## src/rtl/pci_target_if.sv

```systemverilog
// PCI target bus bundle: initiator-driven pins plus target outputs as in/out/oe triplets.
// Parity pins exist only when PARITY_EN is defined.
interface pci_target_if;
    logic        FRAME;
    logic        IRDY;
    logic [3:0]  CBE;
    logic [31:0] AD_IN;
    logic [31:0] AD_OUT;
    logic        AD_OE;
    logic        TRDY;
    logic        DEVSEL;
    logic        STOP;
    logic        TRDY_OE;
`ifdef PARITY_EN
    logic        PAR_IN;
    logic        PAR_OUT;
    logic        PAR_OE;
    logic        PERR;

    modport master (
        output FRAME, IRDY, CBE, AD_IN, PAR_IN,
        input  AD_OUT, AD_OE, TRDY, DEVSEL, STOP, TRDY_OE, PAR_OUT, PAR_OE, PERR
    );
    modport slave (
        input  FRAME, IRDY, CBE, AD_IN, PAR_IN,
        output AD_OUT, AD_OE, TRDY, DEVSEL, STOP, TRDY_OE, PAR_OUT, PAR_OE, PERR
    );
`else
    modport master (
        output FRAME, IRDY, CBE, AD_IN,
        input  AD_OUT, AD_OE, TRDY, DEVSEL, STOP, TRDY_OE
    );
    modport slave (
        input  FRAME, IRDY, CBE, AD_IN,
        output AD_OUT, AD_OE, TRDY, DEVSEL, STOP, TRDY_OE
    );
`endif
endinterface

```

## src/rtl/pci_target.sv

```systemverilog
// PCI memory target over a DEPTH-word register file; optional parity via PARITY_EN.
// Latency: write data phase completes at address+1, read at address+2.
// Backpressure: IRDY high inserts wait states; STOP disconnects with data at the last word.
module pci_target #(
    parameter logic [1:0] DEVICE_ID = 2'b00,
    parameter int         DEPTH     = 10
) (
    input  logic       CLK,
    input  logic       RST,
    pci_target_if.slave bus
);
    typedef enum logic [2:0] {IDLE, BUSY, CLAIM, DATA, DISC, TURN} state_t;

    state_t      state, state_nxt;
    logic [3:0]  idx;
    logic        cmd_wr;
    logic [31:0] mem [DEPTH];

    logic        addr_hit, data_act, xfer, at_last;
    logic        trdy, devsel, stop, trdy_oe, ad_oe;
    logic [31:0] ad_out;

    assign addr_hit = (bus.AD_IN[31:30] == DEVICE_ID) &&
                      (bus.AD_IN[1:0] == 2'b00) &&
                      ({1'b0, bus.AD_IN[5:2]} < 5'(DEPTH)) &&
                      ((bus.CBE == 4'b0110) || (bus.CBE == 4'b0111));

    // A write claim already asserts TRDY, so it behaves as the first data phase.
    assign data_act = (state == DATA) || ((state == CLAIM) && cmd_wr);
    assign xfer     = data_act && !bus.IRDY;
    assign at_last  = (idx == 4'(DEPTH - 1));

    always_comb begin
        state_nxt = state;
        trdy      = 1'b1;
        devsel    = 1'b1;
        stop      = 1'b1;
        trdy_oe   = 1'b0;
        ad_oe     = 1'b0;
        case (state)
            IDLE: begin
                if (!bus.FRAME)
                    state_nxt = addr_hit ? CLAIM : BUSY;
            end
            BUSY: begin
                if (bus.FRAME && bus.IRDY)
                    state_nxt = IDLE;
            end
            CLAIM, DATA: begin
                trdy_oe   = 1'b1;
                devsel    = 1'b0;
                state_nxt = DATA;
                if (data_act) begin
                    trdy  = 1'b0;
                    stop  = !at_last;
                    ad_oe = !cmd_wr;
                    if (xfer)
                        state_nxt = bus.FRAME ? TURN : (at_last ? DISC : DATA);
                end
            end
            DISC: begin
                // Last word already moved; hold STOP until the initiator drops FRAME.
                trdy_oe = 1'b1;
                devsel  = 1'b0;
                stop    = 1'b0;
                ad_oe   = !cmd_wr;
                if (bus.FRAME)
                    state_nxt = TURN;
            end
            TURN: begin
                trdy_oe   = 1'b1;
                state_nxt = IDLE;
            end
            default: state_nxt = IDLE;
        endcase
    end

    always_ff @(posedge CLK or posedge RST) begin
        if (RST) begin
            state  <= IDLE;
            idx    <= 4'd0;
            cmd_wr <= 1'b0;
            for (int i = 0; i < DEPTH; i++)
                mem[i] <= 32'd0;
        end else begin
            state <= state_nxt;
            if ((state == IDLE) && !bus.FRAME && addr_hit) begin
                idx    <= bus.AD_IN[5:2];
                cmd_wr <= bus.CBE[0];
            end else if (xfer) begin
                if (cmd_wr) begin
                    for (int b = 0; b < 4; b++)
                        if (!bus.CBE[b])
                            mem[idx][8*b +: 8] <= bus.AD_IN[8*b +: 8];
                end
                // The index parks on the last word instead of wrapping.
                if (!at_last)
                    idx <= idx + 4'd1;
            end
        end
    end

    assign ad_out      = ad_oe ? mem[idx] : 32'd0;
    assign bus.AD_OUT  = ad_out;
    assign bus.AD_OE   = ad_oe;
    assign bus.TRDY    = trdy;
    assign bus.DEVSEL  = devsel;
    assign bus.STOP    = stop;
    assign bus.TRDY_OE = trdy_oe;

`ifdef PARITY_EN
    logic par_q, par_oe_q, wr_pend, wr_xor, perr_q;

    always_ff @(posedge CLK or posedge RST) begin
        if (RST) begin
            par_q    <= 1'b0;
            par_oe_q <= 1'b0;
            wr_pend  <= 1'b0;
            wr_xor   <= 1'b0;
            perr_q   <= 1'b0;
        end else begin
            par_q    <= ^{ad_out, bus.CBE};
            par_oe_q <= ad_oe;
            // PAR trails its data phase by a clock, so fold it in one cycle late.
            wr_pend  <= xfer && cmd_wr;
            wr_xor   <= ^{bus.AD_IN, bus.CBE};
            perr_q   <= wr_pend && (wr_xor ^ bus.PAR_IN);
        end
    end

    assign bus.PAR_OUT = par_q;
    assign bus.PAR_OE  = par_oe_q;
    assign bus.PERR    = !perr_q;
`endif
endmodule

```

## src/flat_wrapper.sv

```systemverilog
// flat-port wrapper written by rule: the top's interface ports become plain ports
module pci_target_flat 
#(
    parameter logic [1:0] DEVICE_ID = 2'b00,
    parameter int         DEPTH     = 10
)
  (CLK, RST, bus_FRAME, bus_IRDY, bus_CBE, bus_AD_IN, bus_AD_OUT, bus_AD_OE, bus_TRDY, bus_DEVSEL, bus_STOP, bus_TRDY_OE);
  pci_target_if bus_i ();
  input  logic CLK;
  input  logic RST;
  input wire logic [$bits(bus_i.FRAME)-1:0] bus_FRAME;
  input wire logic [$bits(bus_i.IRDY)-1:0] bus_IRDY;
  input wire logic [$bits(bus_i.CBE)-1:0] bus_CBE;
  input wire logic [$bits(bus_i.AD_IN)-1:0] bus_AD_IN;
  output wire logic [$bits(bus_i.AD_OUT)-1:0] bus_AD_OUT;
  output wire logic [$bits(bus_i.AD_OE)-1:0] bus_AD_OE;
  output wire logic [$bits(bus_i.TRDY)-1:0] bus_TRDY;
  output wire logic [$bits(bus_i.DEVSEL)-1:0] bus_DEVSEL;
  output wire logic [$bits(bus_i.STOP)-1:0] bus_STOP;
  output wire logic [$bits(bus_i.TRDY_OE)-1:0] bus_TRDY_OE;
  assign bus_i.FRAME = bus_FRAME;
  assign bus_i.IRDY = bus_IRDY;
  assign bus_i.CBE = bus_CBE;
  assign bus_i.AD_IN = bus_AD_IN;
  assign bus_AD_OUT = bus_i.AD_OUT;
  assign bus_AD_OE = bus_i.AD_OE;
  assign bus_TRDY = bus_i.TRDY;
  assign bus_DEVSEL = bus_i.DEVSEL;
  assign bus_STOP = bus_i.STOP;
  assign bus_TRDY_OE = bus_i.TRDY_OE;
  pci_target #(.DEVICE_ID(DEVICE_ID), .DEPTH(DEPTH)) u_core (.CLK(CLK), .RST(RST), .bus(bus_i));
endmodule
```

## config.mk

```make
export PLATFORM = sky130hd
export DESIGN_NAME = pci_target_flat
export DESIGN_NICKNAME = d
export VERILOG_FILES = /design/src/rtl/pci_target_if.sv /design/src/rtl/pci_target.sv /design/src/flat_wrapper.sv
export SDC_FILE = /design/constraint.sdc
export NUM_CORES = 1
export LEC_CHECK = 0
export BUFFER_PORTS_ARGS = -buffer_cell sky130_fd_sc_hd__buf_2
export CAP_MARGIN = 20
export CORE_MARGIN = 3
export CORE_UTILIZATION = 60
export DETAILED_ROUTE_END_ITERATION = 7
export GPL_TIMING_DRIVEN = 0
export HOLD_SLACK_MARGIN = 0.08
export PLACE_DENSITY = 0.8
export SLEW_MARGIN = 15
export SYNTH_ARGS = -nofsm -noshare
export SYNTH_HDL_FRONTEND = slang
export SYNTH_SLANG_ARGS = --single-unit
```

## constraint.sdc

```tcl
create_clock -name CLK -period 20.5 [get_ports CLK]
set_input_delay 3.075 -clock CLK [delete_from_list [all_inputs] [get_ports CLK]]
set_output_delay 3.075 -clock CLK [all_outputs]
set_load 0.02 [all_outputs]
```

After elaboration in Yosys (flattened, before gate mapping) --
Index checks and enable logic that the tools add are counted.
Operators by class: mux-type cells 49, order comparisons 3, reduce and logical (&&, ||, !) cells 25, equal/unequal tests 12, bitwise gates (word level) 2, multiply operators 0, $add $sub $neg 1, shifts and indexed selects 0, div/mod/pow operators 0
Operators with widths (count):
- 2-to-1 mux 320 bit | 13
- bitwise mux 320 bit | 4
- demux 32 bit (select 4 bit) | 4
- binary-select mux 32 bit (select 4 bit) | 1
- 2-to-1 mux 32 bit | 4
- 2-to-1 mux 24 bit | 1
- 2-to-1 mux 3 bit | 7
- 2-to-1 mux 16 bit | 1
- 2-to-1 mux 4 bit | 3
- case mux 3 bit (4 select lines) | 1
- logical AND 1 bit | 9
- equality test 4 x 3 -> 1 bit, second input constant | 2
- 2-to-1 mux 8 bit | 1
- equality test 3 x 2 -> 1 bit, second input constant | 2
- equality test 3 bit, second input constant | 2
- 2-to-1 mux 1 bit | 6
- != test 2 bit, second input constant | 3
- AND reduction 3 bit | 2
- greater-or-equal comparator 5 bit, second input constant | 1
- < comparator 5 x 1 -> 1 bit, second input constant | 1
- NOT 4 -> 5 bit | 1
- adder 4 x 1 -> 4 bit, second input constant | 1
- equality test 4 bit, second input constant | 1
- logical NOT 1 bit | 4
- 14 further kinds | 17
Storage, ports and cells: bits in latches 0, memories kept 0, input bits 40, bits in writable memories 0, output and inout bits 37, logic and storage cells 105, bits in read-only memories 0, flip-flop bits (word level) 328

Depth between registers and ports, before layout --
Gate-level depths: netlist of run 1.
depth after elaboration 22, depth in mapped cells 10, mapped depth without buffers 6

Least setup slack after synthesis of run 1 --
No wires, ideal clock.
path kind register to output, start register u_core.idx[1], end output port bus_STOP, path slack 15113 ps, arrival time 2312 ps, buffers on the path 4, cell stages (with the launch flop) 9, path through dfrtp_1 buf_2 buf_1 inv_1 ha_1 buf_2 and3b_1 clkbuf_1 a21oi_1
Between the ends: longest elaborated chain between the ends 4
Ends and longest elaborated chain:
- from (decl) | line pci_target.sv:15 | logic [3:0] idx;
- from (signal assigned) | line pci_target.sv:88 | idx <= bus.AD_IN[5:2];
- from (signal assigned) | line pci_target.sv:98 | idx <= idx + 4'd1;
- equality test 4 bit | line pci_target.sv:31 | assign at_last = (idx == 4'(DEPTH - 1));
- logical NOT 1 bit | line pci_target.sv:55 | stop = !at_last;
- 2-to-1 mux 1 bit | line pci_target.sv:53 | if (data_act) begin
- case mux 1 bit (2 select lines) | line pci_target.sv:40 | case (state)
- to (decl) | line flat_wrapper.sv:19 | output wire logic [$bits(bus_i.STOP)-1:0] bus_STOP;
Every way passes these cells.

Worst setup path in the final report of run 1 --
start register u_core.idx[2], end output port bus_AD_OUT[27]
Between the ends: longest elaborated chain between the ends 5
Ends and longest elaborated chain:
- NOT 4 -> 5 bit (implied by the code) | line pci_target.sv:103 | assign ad_out = ad_oe ? mem[idx] : 32'd0;
- binary-select mux 32 bit (select 4 bit) | line pci_target.sv:103
- 2-to-1 mux 32 bit (implied by the code) (2 in a row) | line pci_target.sv:103
- 2-to-1 mux 32 bit | line pci_target.sv:103
- to (decl) | line flat_wrapper.sv:15 | output wire logic [$bits(bus_i.AD_OUT)-1:0] bus_AD_OUT;
Every way passes these cells. The select of a mux whose other input is x is not followed.

==> impl_metrics.tcl, run 1 <==
set metrics [dict create \
    outcome "finished clean" \
    final_nets 1175 \
    place_ws_ps 14190 \
    async_flop_share_pct 100.0 \
    synth_cells 1037 \
    start_kind "flip-flop" \
    firstDrtPassIters 5 \
    rrSetupSlack_ps 16680 \
    root_buffer "clkbuf_16" \
    arrival_ps 3420 \
    fmax_mhz 154.1 \
    yosys.area.top_type_share_pct 53.66 \
    postRouteAntennaNets 0 \
    synth_edf_count 0 \
    core_sq_um 24680 \
    ys_seq_area_share_pct 53.66 \
    path_clk_slew_ps 60 \
    endpoint_kind "primary output" \
    wl_um 38250 \
    vias 9571 \
    gp_congestion 0.9052 \
    yosysMostFrequentCell "dfrtp_1" \
    io_buffers 52 \
    clk-insertion-delay-late_ps 510 \
    finalCoreUtilization_pct 69.85 \
    dieHeight_um 165.7 \
    required_ps 17430 \
    hpwl_um 24040 \
    syn_area_per_cell_sq_um 14.75 \
    yosys_register_bits 328 \
    cts_sinks 328 \
    synth_cell_type_count 46 \
    max-slew-margin-rel_pct 29.41 \
    syn2layout_area_growth_pct 12.68 \
    antenna_found_initial 2 \
    grt_pass1_wl_um 59610 \
    numCtsBuffers 35 \
    post_cts_resized 0 \
    synth_nets 1081 \
    ys_top_cells_by_area "dfrtp_1, mux2_2, mux4_2" \
    finalNonFillerCells 1480 \
    tightest_slew_ps 1059 \
    io_pins 77 \
    crit_fanout 10 \
    ir_drop_uv 59.46 \
    cts_buffer_depth 3 \
    netlist_area_sq_um 15300 \
    dp_cells 1418 \
    drc 0 \
    die_x_um 165.7 \
    synth-main-ff-cell "dfrtp_1" \
    grt_pass1_vias 10093 \
    whs_ps 491.9 \
    start_util_pct 61.99 \
    synth_common_cells "dfrtp_1, mux2_2, mux4_2, nor2_1, o21ai_0" \
    dieArea_sq_um 27450 \
    viasPerCell 6.467 \
    critPathKind "flip-flop to primary output" \
    final-setup-viol-count 0 \
    h-tree-depth 2 \
    synth.largest_area_cell "dfrtp_1" \
    cts_tree "built" \
    fin_crit_sh_pct 31.66 \
    dr.first_iter.drc_count 775 \
    num_rows 57 \
    hold_viol 0 \
    drive_gt1_share_pct 46.71 \
    routedWlPerCell_um 25.84 \
    p_per_area_nw_per_um2 82.03 \
    grt-ovfl-total 0 \
    cap_violations 0 \
    post-cts-setup-buffers 0 \
    finalWorstSetupSlack_ps 14010 \
    yosys_warnings 0 \
    fin_crit_ps 6490 \
    maxSlewViolCount 0 \
    grt_max_degree 108 \
    p_leak_nw 8.409 \
    rsz0062_at_grt "false" \
    fin_worst_skew_ps 14.37 \
    cts_hold_buffers 0 \
    worst_hold_path_type "flip-flop to flip-flop" \
    grt_use_total_pct 28.01 \
    setup-tns-final_ps 0 \
]
-- worst max-delay path, cell delays in order (launching register included) --
cell	delay (ps)
dfrtp_1	510
buf_2	330
clkbuf_1	640
buf_2	520
mux4_2	380
o221ai_1	250
nor2_1	70
buf_2	200
-- cells by family (layout without fill, tap and decap cells) --
group	count (synthesis)	count (layout)	share of synthesized area, %
adder cells (fa/ha/maj)	4	4	0.3272
XOR/XNOR	2	2	0.1145
buffers and inverters	87	204	2.323
flip-flops	328	328	53.66
AO/OA/AOI/OAI	78	78	3.468
AND/OR/NAND/NOR	120	120	4.891
multiplexers	418	418	35.22
other	0	2	0
-- area by class of cell --
type / instances / area [sq um]
Buffer: 81 / 334.1
Inverter: 6 / 30.03
Clock inverter: 7 / 85.08
Fill cell: 1717 / 7440
Timing Repair Buffer: 57 / 369.1
Antenna cell: 2 / 5.005
Sequential cell: 328 / 8208
Clock buffer: 53 / 1066
Multi-Input combinational cell: 622 / 6734
Tap cell: 324 / 405.4
-- routing by layer --
metal / wire (um) / GRT usage, % / vias up / share of wire [%]
li1: - / - / 4048 / -
met4: 1313 / 9.222 / 2 / 3.4
met1: 15990 / 38.52 / 5055 / 42
met3: 2442 / 5.624 / 91 / 6.4
met5: 17 / 0 / - / 0.044
met2: 18490 / 45.53 / 375 / 48
-- cells in the final DEF, fill, tap and decap left out, drive strengths merged, types with 2 or more instances in the layout --
master,n
o21ai,35
mux2,322
nor3,4
clkbuf,87
mux2i,32
and3b,2
nand2b,5
bufinv,2
a221o,2
clkinv,5
nor4b,4
nand3,2
and2,4
nand2,30
dfrtp,328
nor2,47
nor4,7
or2,5
inv,6
mux4,64
o221ai,32
a21oi,5
buf,104
ha,4
diode,2
-- where the power goes --
| group | internal [mW] | switching (mW) |
|---|---|---|
| combinational | 0.0373 | 0.0948 |
| clock | 0.383 | 0.247 |
| sequential | 0.649 | 0.00260 |
| total | 1.07 | 0.345 |
-- sequential cells by signal (all words and copies together) (netlist names) --
name           cells
u_core.mem       320
u_core.cmd_wr      1
u_core.state       3
u_core.idx         4
-- metrics by stage --
| step | cell area [sq um] | total power, mW |
|---|---|---|
| 6_report | 17240 | 1.414 |
| 3_3_place_gp | 15960 | 0.7893 |
| 5_1_grt | 17230 | 1.459 |
| 2_1_floorplan | 15300 | 0.7430 |
| 3_5_place_dp | 16080 | 0.7929 |
| 4_1_cts | 17230 | 1.419 |
-- final timing paths --
kind                                   end             from  cells after the start
max in group asynchronous  u_core.mem[218]              RST                      4
max reg2reg                 u_core.mem[20]    u_core.idx[1]                     10
min                        u_core.mem[262]  u_core.mem[262]                      1
min reg2reg                u_core.mem[262]  u_core.mem[262]                      1
max                         bus_AD_OUT[27]    u_core.idx[2]                      7
min in group asynchronous  u_core.mem[101]              RST                      2
(Power assumes the default switching activity.)
==> run 2: changes to the inputs <==
- CORE_UTILIZATION: 60 -> 56
- PLACE_DENSITY: 0.8 -> 0.79
- clock period: 20.5 -> 5.83 ns (I/O delays scaled with it)
==> run 2 against run 1 <==
Core utilization is 4.0 points lower; critical path depth is the same; first-iteration DRC count grew 0.13%; clock-buffer cell count shrank 1; clock skew increased by 5.0 ps; non-clock buffer count is 8 higher; flip-flop and latch count is the same.
==> impl_metrics.tcl, run 2 (synthesized netlist as in run 1, its figures left out) <==
set metrics [dict create \
    outcome "finished clean" \
    cts_sinks 328 \
    postRouteAntennaNets 0 \
    cts_buffer_depth 3 \
    place_ws_ps 1779 \
    io_buffers 52 \
    grt_pass1_wl_um 59170 \
    r2r-end "u_core.mem[23]" \
    die_x_um 171.3 \
    crit_path_frequent_cell "buf_2" \
    slowest_stage "clkbuf_1" \
    setup-tns-final_ps 0 \
    dieArea_sq_um 29340 \
    tightest_slew_ps 1049 \
    drive_gt1_share_pct 47.20 \
    crit_fanout 10 \
    routedWlPerCell_um 25.30 \
    cts_tree "built" \
    drc 0 \
    syn2layout_area_growth_pct 13.77 \
    p_leak_nw 8.480 \
    largest_reg_flops 320 \
    critPathKind "flip-flop to primary output" \
    numCtsBuffers 35 \
    arrival_ps 3370 \
    gp_congestion 0.8758 \
    vias 9541 \
    p_per_area_nw_per_um2 287.2 \
    worst_hold_path_type "input pin to asynchronous set/reset pin" \
    cpPeakStageDelay_ps 580 \
    grt_pass1_vias 10074 \
    fin_worst_skew_ps 19.33 \
    viasPerCell 6.373 \
    rrSetupSlack_ps 2150 \
    crit_path_end "bus_AD_OUT[27]" \
    firstDrtPassIters 5 \
    wl_um 37870 \
    grt_max_degree 37 \
    final-setup-viol-count 0 \
    grt_use_total_pct 26.84 \
    hold_viol 0 \
    maxSlewViolCount 0 \
    crit_chain "buf_2, clkbuf_1, buf_2, mux4_2, o221ai_1, nor2_1, buf_2" \
    post_cts_resized 0 \
    antenna_found_initial 3 \
    h-tree-depth 2 \
    worstReg2RegStart "u_core.idx[1]" \
    grt-ovfl-total 0 \
    fmax_mhz 235.9 \
    final_common_cell "dfrtp_1" \
    start_util_pct 57.88 \
    path_clk_slew_ps 60 \
    fin_area_sq_um 17400 \
    fin_crit_ps 4240 \
    dieHeight_um 171.3 \
    fill_cells 1872 \
    endpoint_kind "primary output" \
    top_regs "u_core.mem: 320 flops, u_core.idx: 4 flops, u_core.state: 3 flops" \
    finalWorstSetupSlack_ps 1590 \
    num_rows 59 \
    final_cell_mix "dfrtp_1, mux2_2, mux4_2" \
    hpwl_um 24700 \
    max-slew-margin-rel_pct 30.05 \
    clk-insertion-delay-late_ps 520 \
    cp-startpoint "u_core.idx[2]" \
    ir_drop_uv 198.6 \
    cts_hold_buffers 0 \
    start_kind "flip-flop" \
    final_nets 1183 \
    place_area_sq_um 16240 \
    rsz0062_at_grt "false" \
    fin_crit_sh_pct 72.72 \
    reg2reg_depth 10 \
    cap_violations 0 \
    core_sq_um 26430 \
    required_ps 4960 \
    root_buffer "clkbuf_16" \
    whs_ps 342.9 \
    dr.first_iter.drc_count 776 \
    post-cts-setup-buffers 0 \
    top_register "u_core.mem" \
    io_pins 77 \
]
-- run 2: stage by stage --
step,power (mW),std cells,util [%]
floorplan,2.613,1037,-
global placement,2.779,1424,60.47
detailed placement,2.802,1437,61.46
CTS,5.023,1496,65.84
global route,5.157,1497,65.85
finish,4.998,1497,65.85
-- run 2: final cells by class --
class	count	area (sq um)	share of cell area (%)
sequential	328	8208	47.16
multi-input combinational	622	6734	38.69
clock buffer	52	1072	6.162
timing repair buffer	65	521.8	2.998
tap	335	419.2	2.409
buffer	81	334.1	1.920
clock inverter	7	85.08	0.4889
inverter	6	26.28	0.1510
antenna	1	2.502	0.01438
-- run 2: where the power goes --
part           switching, mW  internal (mW)  leakage, nW
combinational          0.335          0.141         3.33
clock                  0.877           1.35        0.576
sequential           0.00879           2.28         4.57
-- run 2: routing by layer --
metal	global-route usage, %	vias up	wire, um
li1	-	4072	-
met1	36.52	5064	15840
met2	42.82	332	18190
met3	6.826	69	2785
met4	9.062	4	1032
met5	0	-	22
-- run 2: worst min path at each step --
| stage | end | slack (ps) | startpoint |
|---|---|---|---|
| floorplan | u_core.mem[245] | 460 | u_core.mem[245] |
| global placement | u_core.mem[245] | 470 | u_core.mem[245] |
| detailed placement | u_core.mem[268] | 480 | u_core.mem[268] |
| CTS | u_core.mem[69] | 350 | RST |
| global route | u_core.mem[37] | 370 | RST |
| finish | u_core.mem[69] | 340 | RST |
-- run 2: critical path: cells and delay by family, from the launching register on --
kind	cells	cell delay, ps
AOI/OAI and AO/OA	1	270
buffers and inverters	4	1620
DFF	1	500
muxes	1	380
and+or+nand+nor	1	60
==> run 3: changes to the inputs <==
- clock period: 5.83 -> 3.7 ns (I/O delays scaled with it)
==> run 3 against run 2 <==
Cell count barely moved; via count fell by 0.15%; hold slack got worse by 28 ps; die area did not move; clock-buffer cell count did not move; clock skew rose by 2.3 ps; wire length rose by 0.20%; critical endpoint is now bus_AD_OUT[20].
==> impl_metrics.tcl, run 3 (synthesized netlist as in run 1, its figures left out) <==
set metrics [dict create \
    outcome "finished clean" \
    final_common_cell "dfrtp_1" \
    fill_cells 1866 \
    fmax_mhz 274.2 \
    maxSlewViolCount 0 \
    die_x_um 171.3 \
    hold_viol 0 \
    grt_max_degree 37 \
    wl_um 37950 \
    worst_hold_path_type "input pin to flip-flop" \
    antenna_found_initial 4 \
    final-setup-viol-count 0 \
    top_layer "met5" \
    hold_depth 2 \
    critPathKind "flip-flop to primary output" \
    drt-met1-wl_um 15850 \
    setup-tns-final_ps 0 \
    root_buffer "clkbuf_16" \
    grt_pass1_wl_um 59170 \
    worstReg2RegStart "u_core.idx[0]" \
    required_ps 3140 \
    gp_congestion 0.8758 \
    h-tree-depth 2 \
    ir_drop_uv 313.0 \
    grt_use_total_pct 26.84 \
    num_rows 59 \
    r2r-end "u_core.mem[57]" \
    dieHeight_um 171.3 \
    postRouteAntennaNets 0 \
    rsz0062_at_grt "true" \
    fin_crit_ps 3647 \
    whs_ps 315.1 \
    fin_crit_sh_pct 98.58 \
    p_per_area_nw_per_um2 452.0 \
    largest_reg_flops 320 \
    clk-insertion-delay-late_ps 530 \
    viasPerCell 6.360 \
    wl_met2_um 18260 \
    start_util_pct 57.88 \
    hpwl_um 24700 \
    final_cell_mix "dfrtp_1, mux2_2, mux4_2" \
    cts_tree "built" \
    tightest_slew_ps 972.2 \
    path_clk_slew_ps 60 \
    rrSetupSlack_ps 200 \
    syn2layout_area_growth_pct 14.11 \
    firstDrtPassIters 5 \
    grt-ovfl-total 0 \
    arrival_ps 3090 \
    hold-path-endpoint "u_core.mem[2]" \
    wl_met3_um 2789 \
    cts_buffer_depth 3 \
    drive_gt1_share_pct 48.36 \
    numCtsBuffers 35 \
    cap_violations 0 \
    p_leak_nw 8.512 \
    start_kind "flip-flop" \
    dieArea_sq_um 29340 \
    reg2reg_depth 8 \
    drc 0 \
    fin_worst_skew_ps 21.59 \
    core_sq_um 26430 \
    io_buffers 52 \
    dr.first_iter.drc_count 726 \
    io_pins 77 \
    final_nets 1184 \
    max-slew-margin-rel_pct 35.19 \
    endpoint_kind "primary output" \
    routedWlPerCell_um 25.33 \
    min_from "bus_AD_IN[2]" \
    top_register "u_core.mem" \
    crit_fanout 10 \
    grt_pass1_vias 10076 \
    cts_sinks 328 \
    top_regs "u_core.mem: 320 flops, u_core.idx: 4 flops, u_core.state: 3 flops" \
    vias 9527 \
]
-- run 3: changes by cell type in the layout (fill, tap and decap cells not counted) --
cell / change
clkbuf_1: -7
clkbuf_2: +7
nor2_1: -4
nor2_2: +4
buf_2: -3
clkbuf_4: +3
buf_1: -2
buf_4: +1
clkdlybuf4s15_2: +1
dlygate4sd3_1: +1
nor3b_1: -1
nor3b_2: +1
-- run 3: what timing repair did --
item / 4_1_cts / 5_1_grt
hold endpoints to repair: 13 / 0
endpoints found under the setup margin: 55 / 64
resized for setup: 13 / 18
setup buffers: 0 / 0
hold buffers: 1 / 0
-- run 3: worst max-delay path by stage --
| stage | depth (start not counted) | start | end | slack (ps) |
|---|---|---|---|---|
| after floorplan | 1 | RST | u_core.cmd_wr | -1230 |
| final | 6 | u_core.idx[2] | bus_AD_OUT[20] | 50 |
| after global routing | 8 | u_core.state[1] | bus_AD_OUT[0] | -60 |
| after global placement | 2 | RST | u_core.mem[278] | -3060 |
| after CTS | 6 | u_core.idx[2] | bus_AD_OUT[17] | 1 |
| after detailed placement | 10 | u_core.idx[1] | u_core.idx[3] | -240 |
-- run 3: area by class of cell --
cell class | count | area (sq um) | share of cell area [%]
Multi-Input combinational cell | 622 | 6749 | 38.66
Clock inverter | 7 | 85.08 | 0.4874
Sequential cell | 328 | 8208 | 47.02
Timing Repair Buffer | 66 | 531.8 | 3.046
Tap cell | 335 | 419.2 | 2.401
Inverter | 6 | 26.28 | 0.1505
Buffer | 81 | 361.6 | 2.072
Clock buffer | 52 | 1072 | 6.143
Antenna cell | 1 | 2.502 | 0.01434
-- run 3: stage by stage --
step | worst slack (ps) | util, % | instances | instance area [sq um] | power, mW
6_report | 52.63 | 66.05 | 1498 | 17460 | 7.890
5_1_grt | -58.55 | 66.05 | 1498 | 17460 | 8.130
4_1_cts | 1.215 | 65.96 | 1497 | 17430 | 7.916
3_5_place_dp | -236.2 | 61.46 | 1437 | 16240 | 4.416
3_3_place_gp | -3056 | 60.47 | 1424 | 15980 | 4.379
2_1_floorplan | -1234 | - | 1037 | 15300 | 4.118
-- run 3: power by group --
group	internal [mW]	total, mW	switching [mW]	leakage (nW)
combinational	0.227	0.756	0.529	3.36
sequential	3.60	3.61	0.0140	4.57
clock	2.13	3.52	1.39	0.576
total	5.96	7.89	1.93	8.51
-- run 3: critical path: stages, from the launching register on --
cell and delay, ps:
dfrtp_1 500, buf_2 340, buf_1 760, mux4_2 410, o221ai_1 270, nor2_1 80
buf_2 200
-- run 3: metal layers --
metal	vias up	global-route usage, %
li1	4078	-
met3	75	6.757
met5	-	0
met4	6	9.062
met1	5060	36.51
met2	308	42.89
